### src/rtl/fetch_pkg.sv
// Shared types and constants for the instruction-fetch stage.
package fetch_pkg;

  // Fetch sequencer states: idle after reset, issue a request, wait for its
  // response, or drain a response made stale by a redirect.
  typedef enum logic [1:0] {
    IDLE  = 2'd0,
    ISSUE = 2'd1,
    WAIT  = 2'd2,
    DRAIN = 2'd3
  } fetch_state_t;

  // A bubble carries an all-zero word so the decoder produces all-zero controls.
  localparam logic [31:0] INSTR_NOP = 32'h0;

  // Instructions are 4 bytes wide.
  localparam int PC_STEP = 4;

  // Bit range of the main-decoder opcode field inside an instruction word.
  localparam int OP_MSB = 31;
  localparam int OP_LSB = 21;

endpackage

### src/rtl/fetch_stage_if.sv
// Request/response handshake between the fetch stage and instruction memory.
interface fetch_stage_if #(
  parameter int N = 64
) ();

  logic         imem_req;
  logic [N-1:0] imem_addr;
  logic         imem_ready;
  logic         imem_rvalid;
  logic [31:0]  imem_rdata;

  // The fetch stage drives requests and consumes responses.
  modport master (
    output imem_req,
    output imem_addr,
    input  imem_ready,
    input  imem_rvalid,
    input  imem_rdata
  );

  // Instruction memory accepts requests and returns responses.
  modport slave (
    input  imem_req,
    input  imem_addr,
    output imem_ready,
    output imem_rvalid,
    output imem_rdata
  );

endinterface

### src/rtl/fetch_stage_hold_buf.sv
// One-entry {instr, pc} buffer that catches a response arriving while decode
// is stalled. Clear wins over load, and load wins over take.
module fetch_hold_buf
  import fetch_pkg::*;
#(
  parameter int N = 64
) (
  input  logic         clk,
  input  logic         reset,
  input  logic         load,
  input  logic         take,
  input  logic         clear,
  input  logic [31:0]  load_instr,
  input  logic [N-1:0] load_pc,
  output logic         full,
  output logic [31:0]  instr,
  output logic [N-1:0] pc
);

  // Capture a parked response and free the slot once decode consumes it.
  always_ff @(posedge clk) begin
    if (!reset) begin
      full  <= 1'b0;
      instr <= INSTR_NOP;
      pc    <= '0;
    end else if (clear) begin
      full  <= 1'b0;
    end else if (load) begin
      full  <= 1'b1;
      instr <= load_instr;
      pc    <= load_pc;
    end else if (take) begin
      full  <= 1'b0;
    end
  end

endmodule

### src/rtl/fetch_stage.sv
// Instruction-fetch stage and IF/ID pipeline register. Owns the PC, keeps at
// most one request outstanding to instruction memory, and presents
// {instr_D, pc_D} to decode.
module fetch_stage
  import fetch_pkg::*;
#(
  parameter int           N        = 64,
  parameter logic [N-1:0] PC_RESET = '0
) (
  input  logic                 clk,
  input  logic                 reset,
  fetch_stage_if.master        imem,
  input  logic                 stall_D,
  input  logic                 flush_D,
  input  logic                 redirect,
  input  logic [N-1:0]         redirect_pc,
  output logic [31:0]          instr_D,
  output logic [OP_MSB-OP_LSB:0] op_D,
  output logic [N-1:0]         pc_D,
  output logic                 valid_D
);

  fetch_state_t state, state_next;

  logic [N-1:0] pc;
  logic [N-1:0] req_pc;

  logic         issue;
  logic         rsp;
  logic         buf_full;
  logic         buf_load;
  logic         buf_take;
  logic [31:0]  buf_instr;
  logic [N-1:0] buf_pc;

  // A request is issued when it is offered and memory accepts it; a response
  // is only meaningful while waiting for the request it answers.
  assign issue = imem.imem_req & imem.imem_ready;
  assign rsp   = (state == WAIT) & imem.imem_rvalid;

  // Park a response when decode is stalled; hand the parked word to decode as
  // soon as decode may load and nothing is invalidating IF/ID.
  assign buf_load = rsp & stall_D & ~redirect;
  assign buf_take = buf_full & ~stall_D & ~flush_D & ~redirect;

  fetch_hold_buf #(.N(N)) u_hold_buf (
    .clk        (clk),
    .reset      (reset),
    .load       (buf_load),
    .take       (buf_take),
    .clear      (redirect),
    .load_instr (imem.imem_rdata),
    .load_pc    (req_pc),
    .full       (buf_full),
    .instr      (buf_instr),
    .pc         (buf_pc)
  );

  // Sequencer state register.
  always_ff @(posedge clk) begin
    if (!reset) begin
      state <= IDLE;
    end else begin
      state <= state_next;
    end
  end

  // Next-state logic: one outstanding request, stale responses drained after a redirect.
  always_comb begin
    state_next = state;
    unique case (state)
      IDLE:  state_next = ISSUE;
      ISSUE: begin
        if (issue) begin
          state_next = WAIT;
        end
      end
      WAIT: begin
        if (imem.imem_rvalid) begin
          state_next = ISSUE;
        end else if (redirect) begin
          state_next = DRAIN;
        end
      end
      DRAIN: begin
        if (imem.imem_rvalid) begin
          state_next = ISSUE;
        end
      end
      default: state_next = IDLE;
    endcase
  end

  // Request outputs: offer the current PC only when the result has somewhere
  // to go and the PC is neither held by a stall nor being redirected.
  always_comb begin
    imem.imem_req  = 1'b0;
    imem.imem_addr = pc;
    if (reset && state == ISSUE && !buf_full && !stall_D && !redirect) begin
      imem.imem_req = 1'b1;
    end
  end

  // PC and the address of the request in flight.
  always_ff @(posedge clk) begin
    if (!reset) begin
      pc     <= PC_RESET;
      req_pc <= PC_RESET;
    end else if (redirect) begin
      pc     <= redirect_pc;
    end else if (issue) begin
      pc     <= pc + N'(PC_STEP);
      req_pc <= pc;
    end
  end

  // IF/ID register: redirect and flush bubble it, stall holds it, otherwise it
  // loads the parked word first, then a live response, else a bubble.
  always_ff @(posedge clk) begin
    if (!reset) begin
      valid_D <= 1'b0;
      instr_D <= INSTR_NOP;
      pc_D    <= '0;
    end else if (redirect || flush_D) begin
      valid_D <= 1'b0;
      instr_D <= INSTR_NOP;
    end else if (!stall_D) begin
      if (buf_full) begin
        valid_D <= 1'b1;
        instr_D <= buf_instr;
        pc_D    <= buf_pc;
      end else if (rsp) begin
        valid_D <= 1'b1;
        instr_D <= imem.imem_rdata;
        pc_D    <= req_pc;
      end else begin
        valid_D <= 1'b0;
        instr_D <= INSTR_NOP;
      end
    end
  end

  assign op_D = instr_D[OP_MSB:OP_LSB];

endmodule

### src/flat_wrapper.sv
// flat-port wrapper written by rule: the top's interface ports become plain ports
module fetch_stage_flat import fetch_pkg::*;
#(
  parameter int           N        = 64,
  parameter logic [N-1:0] PC_RESET = '0
)
  (clk, reset, stall_D, flush_D, redirect, redirect_pc, instr_D, op_D, pc_D, valid_D, imem_imem_req, imem_imem_addr, imem_imem_ready, imem_imem_rvalid, imem_imem_rdata);
  fetch_stage_if #(.N(N)) imem_i ();
  input  logic clk;
  input  logic reset;
  input  logic stall_D;
  input  logic flush_D;
  input  logic redirect;
  input  logic [N-1:0] redirect_pc;
  output logic [31:0] instr_D;
  output logic [OP_MSB-OP_LSB:0] op_D;
  output logic [N-1:0] pc_D;
  output logic valid_D;
  output wire logic [$bits(imem_i.imem_req)-1:0] imem_imem_req;
  output wire logic [$bits(imem_i.imem_addr)-1:0] imem_imem_addr;
  input wire logic [$bits(imem_i.imem_ready)-1:0] imem_imem_ready;
  input wire logic [$bits(imem_i.imem_rvalid)-1:0] imem_imem_rvalid;
  input wire logic [$bits(imem_i.imem_rdata)-1:0] imem_imem_rdata;
  assign imem_imem_req = imem_i.imem_req;
  assign imem_imem_addr = imem_i.imem_addr;
  assign imem_i.imem_ready = imem_imem_ready;
  assign imem_i.imem_rvalid = imem_imem_rvalid;
  assign imem_i.imem_rdata = imem_imem_rdata;
  fetch_stage #(.N(N), .PC_RESET(PC_RESET)) u_core (.clk(clk), .reset(reset), .imem(imem_i), .stall_D(stall_D), .flush_D(flush_D), .redirect(redirect), .redirect_pc(redirect_pc), .instr_D(instr_D), .op_D(op_D), .pc_D(pc_D), .valid_D(valid_D));
endmodule
### config.mk
export PLATFORM = sky130hd
export DESIGN_NAME = fetch_stage_flat
export DESIGN_NICKNAME = d
export VERILOG_FILES = /design/src/rtl/fetch_pkg.sv /design/src/rtl/fetch_stage_if.sv /design/src/rtl/fetch_stage_hold_buf.sv /design/src/rtl/fetch_stage.sv /design/src/flat_wrapper.sv
export SDC_FILE = /design/constraint.sdc
export NUM_CORES = 1
export LEC_CHECK = 0
export ABC_AREA = 1
export CORE_MARGIN = 3
export CORE_UTILIZATION = 45
export DETAILED_ROUTE_END_ITERATION = 8
export GPL_ROUTABILITY_DRIVEN = 0
export MAX_ROUTING_LAYER = met4
export PLACE_DENSITY = 0.72
export SKIP_CTS_REPAIR_TIMING = 1
export SLEW_MARGIN = 20
export SYNTH_ARGS = -nofsm -noshare
export SYNTH_HDL_FRONTEND = slang
export SYNTH_SLANG_ARGS = --single-unit
### constraint.sdc
create_clock -name clk -period 4.2 [get_ports clk]
set_input_delay 0.84 -clock clk [delete_from_list [all_inputs] [get_ports clk]]
set_output_delay 0.84 -clock clk [all_outputs]
set_load 0.02 [all_outputs]
Word-level counts from Yosys, hierarchy flattened
Index checks and enable logic that the tools add are counted.
- add/sub/neg operators: 1
- equality and inequality tests: 6
- mux-type cells: 16
- bitwise operators: 12
- reduce and logical (&&, ||, !) cells: 18
- operators by type and width (cell ; count):
    $mux 64 ; 4
    $add 64x3->64 const B ; 1
    $mux 32 ; 2
    $mux 2 ; 4
    $pmux 2 s4 ; 1
    $and 1x1->1 ; 7
    $reduce_and 3->1 ; 2
    $reduce_bool 2->1 ; 3
    $mux 1 ; 5
    $not 1->1 ; 5
    $eq 2x2->1 const B ; 2
    $logic_and 1x1->1 ; 4
    $reduce_and 2->1 ; 2
    $reduce_or 2->1 ; 2
    $logic_not 1->1 ; 3
    $ne 3x3->1 const B ; 1
    $eq 2x1->1 const B ; 1
    $logic_not 2->1 ; 1
    $ne 2x1->1 const B ; 1
    $ne 2x2->1 const B ; 1
    $logic_or 1x1->1 ; 1
- register bits: 324
- output and inout port bits: 173

Longest topological paths before layout
- word-level depth: 9
- depth in mapped cells: 12
- gate-level depth less buffers: 12

By module
Synthesis repeated with hierarchy kept, for this count alone.
- cell total of the unflattened synthesis: 2370
- area, all modules: 16114.2 um2
- modules (own cells, without submodules) (module ; times used ; cells an instance ; area an instance (um2)):
    fetch_stage ; 1 ; 1744 ; 12004.0
    fetch_hold_buf ; 1 ; 626 ; 4110.2

Worst setup path before layout
OpenSTA, ideal clock, no wires.
- kind: input port to output port
- from: input stall_D
- to: output imem_imem_req
- data arrival time: 1437 ps
- required time: 3360 ps
- path slack: 1923 ps
- stages: 4
- cell sequence: buf_4 -> nor2_4 -> nand2_1 -> nor2_1
- word-level cells in the longest chain between the ends: 4
- ends and longest elaborated chain (what ; line ; text):
    start, declared ; flat_wrapper.sv:11 ; input logic stall_D;
    $logic_not 1->1 ; fetch_stage.sv:99 ; if (reset && state == ISSUE && !buf_full && !stall_D && !redirect) begin
    $logic_and 1x1->1 (2 in series) ; fetch_stage.sv:99 ;
    $mux 1 ; fetch_stage.sv:99 ;
    end, declared ; flat_wrapper.sv:19 ; output wire logic [$bits(imem_i.imem_req)-1:0] imem_imem_req;
Every way passes these cells.

Final worst setup path
Same ends and word-level chain as after synthesis.

==> summary.md <==
The run finished with clean final reports. The Yosys step of the flow raised 0 warnings. The final route contains 14900 vias.

The count of cells in the finished layout, fillers not included, comes to 2767. The die is 187 µm wide. Across the run, the number of max-cap violations was 0.

Compared with the post-synthesis result, the final layout area differs by 26.9%. Once placement completed, the tool counted placed cells totaling 2706. By count the netlist is led by nand2_1 (470), dfxtp_1 (324), o21ai_0 (269), nor2_1 (220), inv_1 (211).

The sequential share of the synthesized area was 44.0%; the number of different library cells in the post-synthesis netlist was 36. Global routing used 26.9% of the available tracks. The clock latency at the later pin of the worst-skew pair is 0.53 ns. The tools report the required time reported for the critical path endpoint as 3.36 ns.

After synthesis, the mean cell area works out to 6.96 µm². In this run, the combinational gates consume 11.9% of the power. The number of rows created at floorplan came out at 65.

The largest stage delay on the critical path is 0.61 ns, and the critical path data arrival time is 2.22 ns. The first routing iteration left 1409 violations. Net switching is 26.0% of the power. The leakage dissipation was 6.89 nW; the async set-or-reset flop fraction in the synthesized netlist was 0%.

Counting instances, the worst hold path has a depth of 2. The number of enable-type register cells in the synthesized netlist was 0; the highest clock frequency the design can meet was 0.327 GHz. The setup TNS is 0 ns, and the layout filler cell count is 2961. The number of top-level pins was 276; the sum of net half-perimeters after detailed placement was 32100 µm. The tools report the startpoint type of the worst setup path as an input pin. When the netlist entered floorplanning its net count stood at 2225. Summing the areas of all compound-gate instances in the mapped netlist gives 21.2% of the synthesized area. Traced cell by cell, the critical path runs through clkdlybuf4s50_1 -> nor2_4 -> nand2_1 -> nor2_1 -> clkdlybuf4s50_1. The worst setup path is captured at an output pin. The internal portion of the total power is 0.00543 W. Sequential cells burn 45.7% of the power. The worst hold path terminates at u_core.req_pc[21].

The main combinational cell family by area after synthesis is simple AND/OR/NAND/NOR gates. Busiest metal layer after global routing: met2. For the clock sink count, the log shows 324. The run gives 0 as the number of remaining DRC errors. The clock arrives with 0.0218 ns of skew. For the placeable core area, the log shows 31900 µm².

The total power per unit cell area was 392 nW/µm². Number of buffers between clock root and the deepest sink: 3. The worst register-to-register path begins at u_core.state[0]. Headroom to the max-slew limit came out at 25.4%.

Together, buffers and inverters on the worst path number 2. The total wire length after detailed routing was 47400 µm; the slew of the pin with the lowest slew margin was 1.12 ns. After Yosys synthesis, full adders, half adders and majority gates account for 0.340% of the synthesized area. The primary flip-flop cell chosen by synthesis mapping was dfxtp_1.

Met3 track utilization from global routing: 4.95%. TritonCTS built the clock tree. The run gives 0 as the count of final hold-check violations. The average detailed-routed wire length per instance was 17.1 µm.

During placement, the flow inserted port buffers numbering 275. The worst hold path class is flip-flop to flip-flop. Final-stage net count: 2416. In this run the number of H-tree levels came out at 2. Cell type of the slowest stage on the worst timing path: clkdlybuf4s50_1.

The cell occurring most often along the worst timing path was clkdlybuf4s50_1. The tools report the reg-to-reg critical path endpoint as u_core.u_hold_buf.instr[2]. The fraction of synthesized cell area taken by the top area cell type came out at 44.0%.

The tools report the number of nets with antenna violations after routing as 0. The cell depth of the worst setup path was 5; the count of endpoints failing setup in the final report was 0. The leading cell type by number of instances after synthesis was nand2_1. The tools report the initial antenna violation count as 1. In the final layout, the share of cells above drive strength 1 is 4.93%.

The XOR/XNOR share of the synthesized area was 1.49%. The worst-case IR drop observed on VDD is 0.000229 V. The detailed-routing iteration count for the pre-antenna-repair pass was 6. Dividing the detail-routed via count by the number of cells gives 5.38. The path type of the worst setup path was input pin to output pin. Summing the areas of all and, or, nand and nor instances in the mapped netlist gives 23.0% of the synthesized area. Across all register-to-register paths, the minimum setup slack is 1.94 ns. The logs give 13900 for the number of global-route vias before repair and 35000 µm² for the total die area. Summed over all instances, the cell type with the most area after synthesis is dfxtp_1. In this run the worst path has a maximum fanout of 3. Broken down by cell family, the worst path's largest delay share belongs to buffers and inverters.

The global-route wire length before repair is 75300 µm. Measured against the total synthesized area, the mux share comes to 0%. The depth of the most critical reg-to-reg path came out at 9. TritonCTS created 36 clock buffers. Setup repair after global routing left no endpoint under its margin. The post-synthesis instance area is 14700 µm², and the number of max-slew violations in the final report is 0. The tools report the footprint of the flip-flops and latches as 6490 µm². After global routing the overflow that remains totals 0. Net switching power: 0.00191 W. Summing all multi-input logic gate instances after layout gives 6790 µm². Counting I/O delays and the setup requirement, the final critical path takes 3.06 ns.

The tools report the clock share of power as 42.4%. Entering global routing, the biggest net connects 108 pins. In this run the clock root is driven by a clkbuf_16. Once the floorplan was initialized, standard cells occupied 46.2% of the core. For the routing usage on met2, the log shows 41.6%. After synthesis, the cell types taking the most area are dfxtp_1 (44%), nand2_1 (12%), o21ai_0 (9.1%), a21oi_1 (6.8%), nor2_1 (5.6%). In this run the most critical hold path is launched from u_core.req_pc[21].

The die is 187 µm tall. After technology mapping, the gate count stands at 2118. The final critical-path share of the clock period was 72.9%. Global routing used 35.3% of the available met1 tracks. The clock-pin slew reported for the worst setup and hold paths after clock tree synthesis was 0.05 ns. The synthesized flop and latch total was 324.
worst min-delay path, cell delays in order (launching register included):
cell     delay (ns)
dfxtp_1        0.30
inv_1          0.06
a21oi_1        0.05
cell type report:
| type | instances | share of cell area (%) |
|---|---|---|
| Multi-Input combinational cell | 1434 | 36.3 |
| Sequential cell | 324 | 34.7 |
| Timing Repair Buffer | 294 | 15.5 |
| Clock buffer | 55 | 5.69 |
| Inverter | 219 | 4.39 |
| Tap cell | 435 | 2.91 |
| Clock inverter | 5 | 0.488 |
| Antenna cell | 1 | 0.0134 |
cells in the final DEF (no fill, tap or decap), drive strengths merged, types with 2 or more instances in the layout:
| cell type | count |
|---|---|
| xnor2 | 5 |
| nand3 | 63 |
| ha | 4 |
| inv | 218 |
| a211oi | 25 |
| bufinv | 2 |
| a31oi | 79 |
| clkdlybuf4s50 | 273 |
| clkbuf | 55 |
| xor2 | 20 |
| clkinvlp | 2 |
| o21ai | 281 |
| and2 | 2 |
| nand2 | 477 |
| nor2 | 242 |
| nor3 | 5 |
| clkinv | 2 |
| a21oi | 200 |
| nand3b | 10 |
| dfxtp | 324 |
| buf | 21 |
| nand4 | 17 |
registers in the layout, indices dropped and copies added (netlist names), 2 cells and up:
register                 cells
u_core.imem.imem_addr       64
u_core.instr_D              32
u_core.pc_D                 64
u_core.req_pc               64
u_core.state                 2
u_core.u_hold_buf.instr     32
u_core.u_hold_buf.pc        64
worst max path at each step:
stage / startpoint / end / slack (ns)
floorplan: stall_D / imem_imem_req / 1.92
global placement: stall_D / u_core.u_hold_buf.instr[8] / 1.00
detailed placement: stall_D / u_core.u_hold_buf.pc[0] / 0.90
CTS: stall_D / imem_imem_req / 1.13
global route: stall_D / imem_imem_req / 1.07
finish: stall_D / imem_imem_req / 1.14
stage by stage:
| stage | hold slack (ns) | worst slack, ns | total power (W) | area (µm²) | utilization (%) |
|---|---|---|---|---|---|
| 5_1_grt | 0.489 | 1.07 | 0.00762 | 18700 | 58.7 |
| 3_3_place_gp | 0.455 | 1.00 | 0.00426 | 17600 | 55.1 |
| 6_report | 0.467 | 1.14 | 0.00734 | 18700 | 58.7 |
| 2_1_floorplan | 0.441 | 1.92 | 0.00388 | 14700 | - |
| 3_5_place_dp | 0.460 | 0.901 | 0.00428 | 17600 | 55.1 |
| 4_1_cts | 0.461 | 1.13 | 0.00739 | 18700 | 58.7 |
metal layers:
layer | share of wire (%) | vias up | wire, µm
met3 | 7.8 | 103 | 3720
met4 | 3.6 | 0 | 1720
met1 | 44 | 6864 | 20800
li1 | - | 7284 | -
met5 | 0 | - | 0
met2 | 45 | 623 | 21200
power by group through the flow:
stage          Combinational [W]  Sequential (W)  Clock, W
2_1_floorplan           0.000445         0.00344         0
6_report                0.000872         0.00335   0.00312
3_5_place_dp            0.000867         0.00341         0
5_1_grt                 0.000962         0.00337   0.00330
4_1_cts                 0.000872         0.00335   0.00317
3_3_place_gp            0.000848         0.00341         0
cell families (layout without fill, tap and decap cells):
family,Yosys count,count (layout)
flops,324,324
buf+inv,360,573
compound gates,589,589
other cells,0,1
fa+ha+maj,4,4
simple gates,816,816
xor+xnor,25,25
Note: power is estimated with default switching activity, not from simulation.
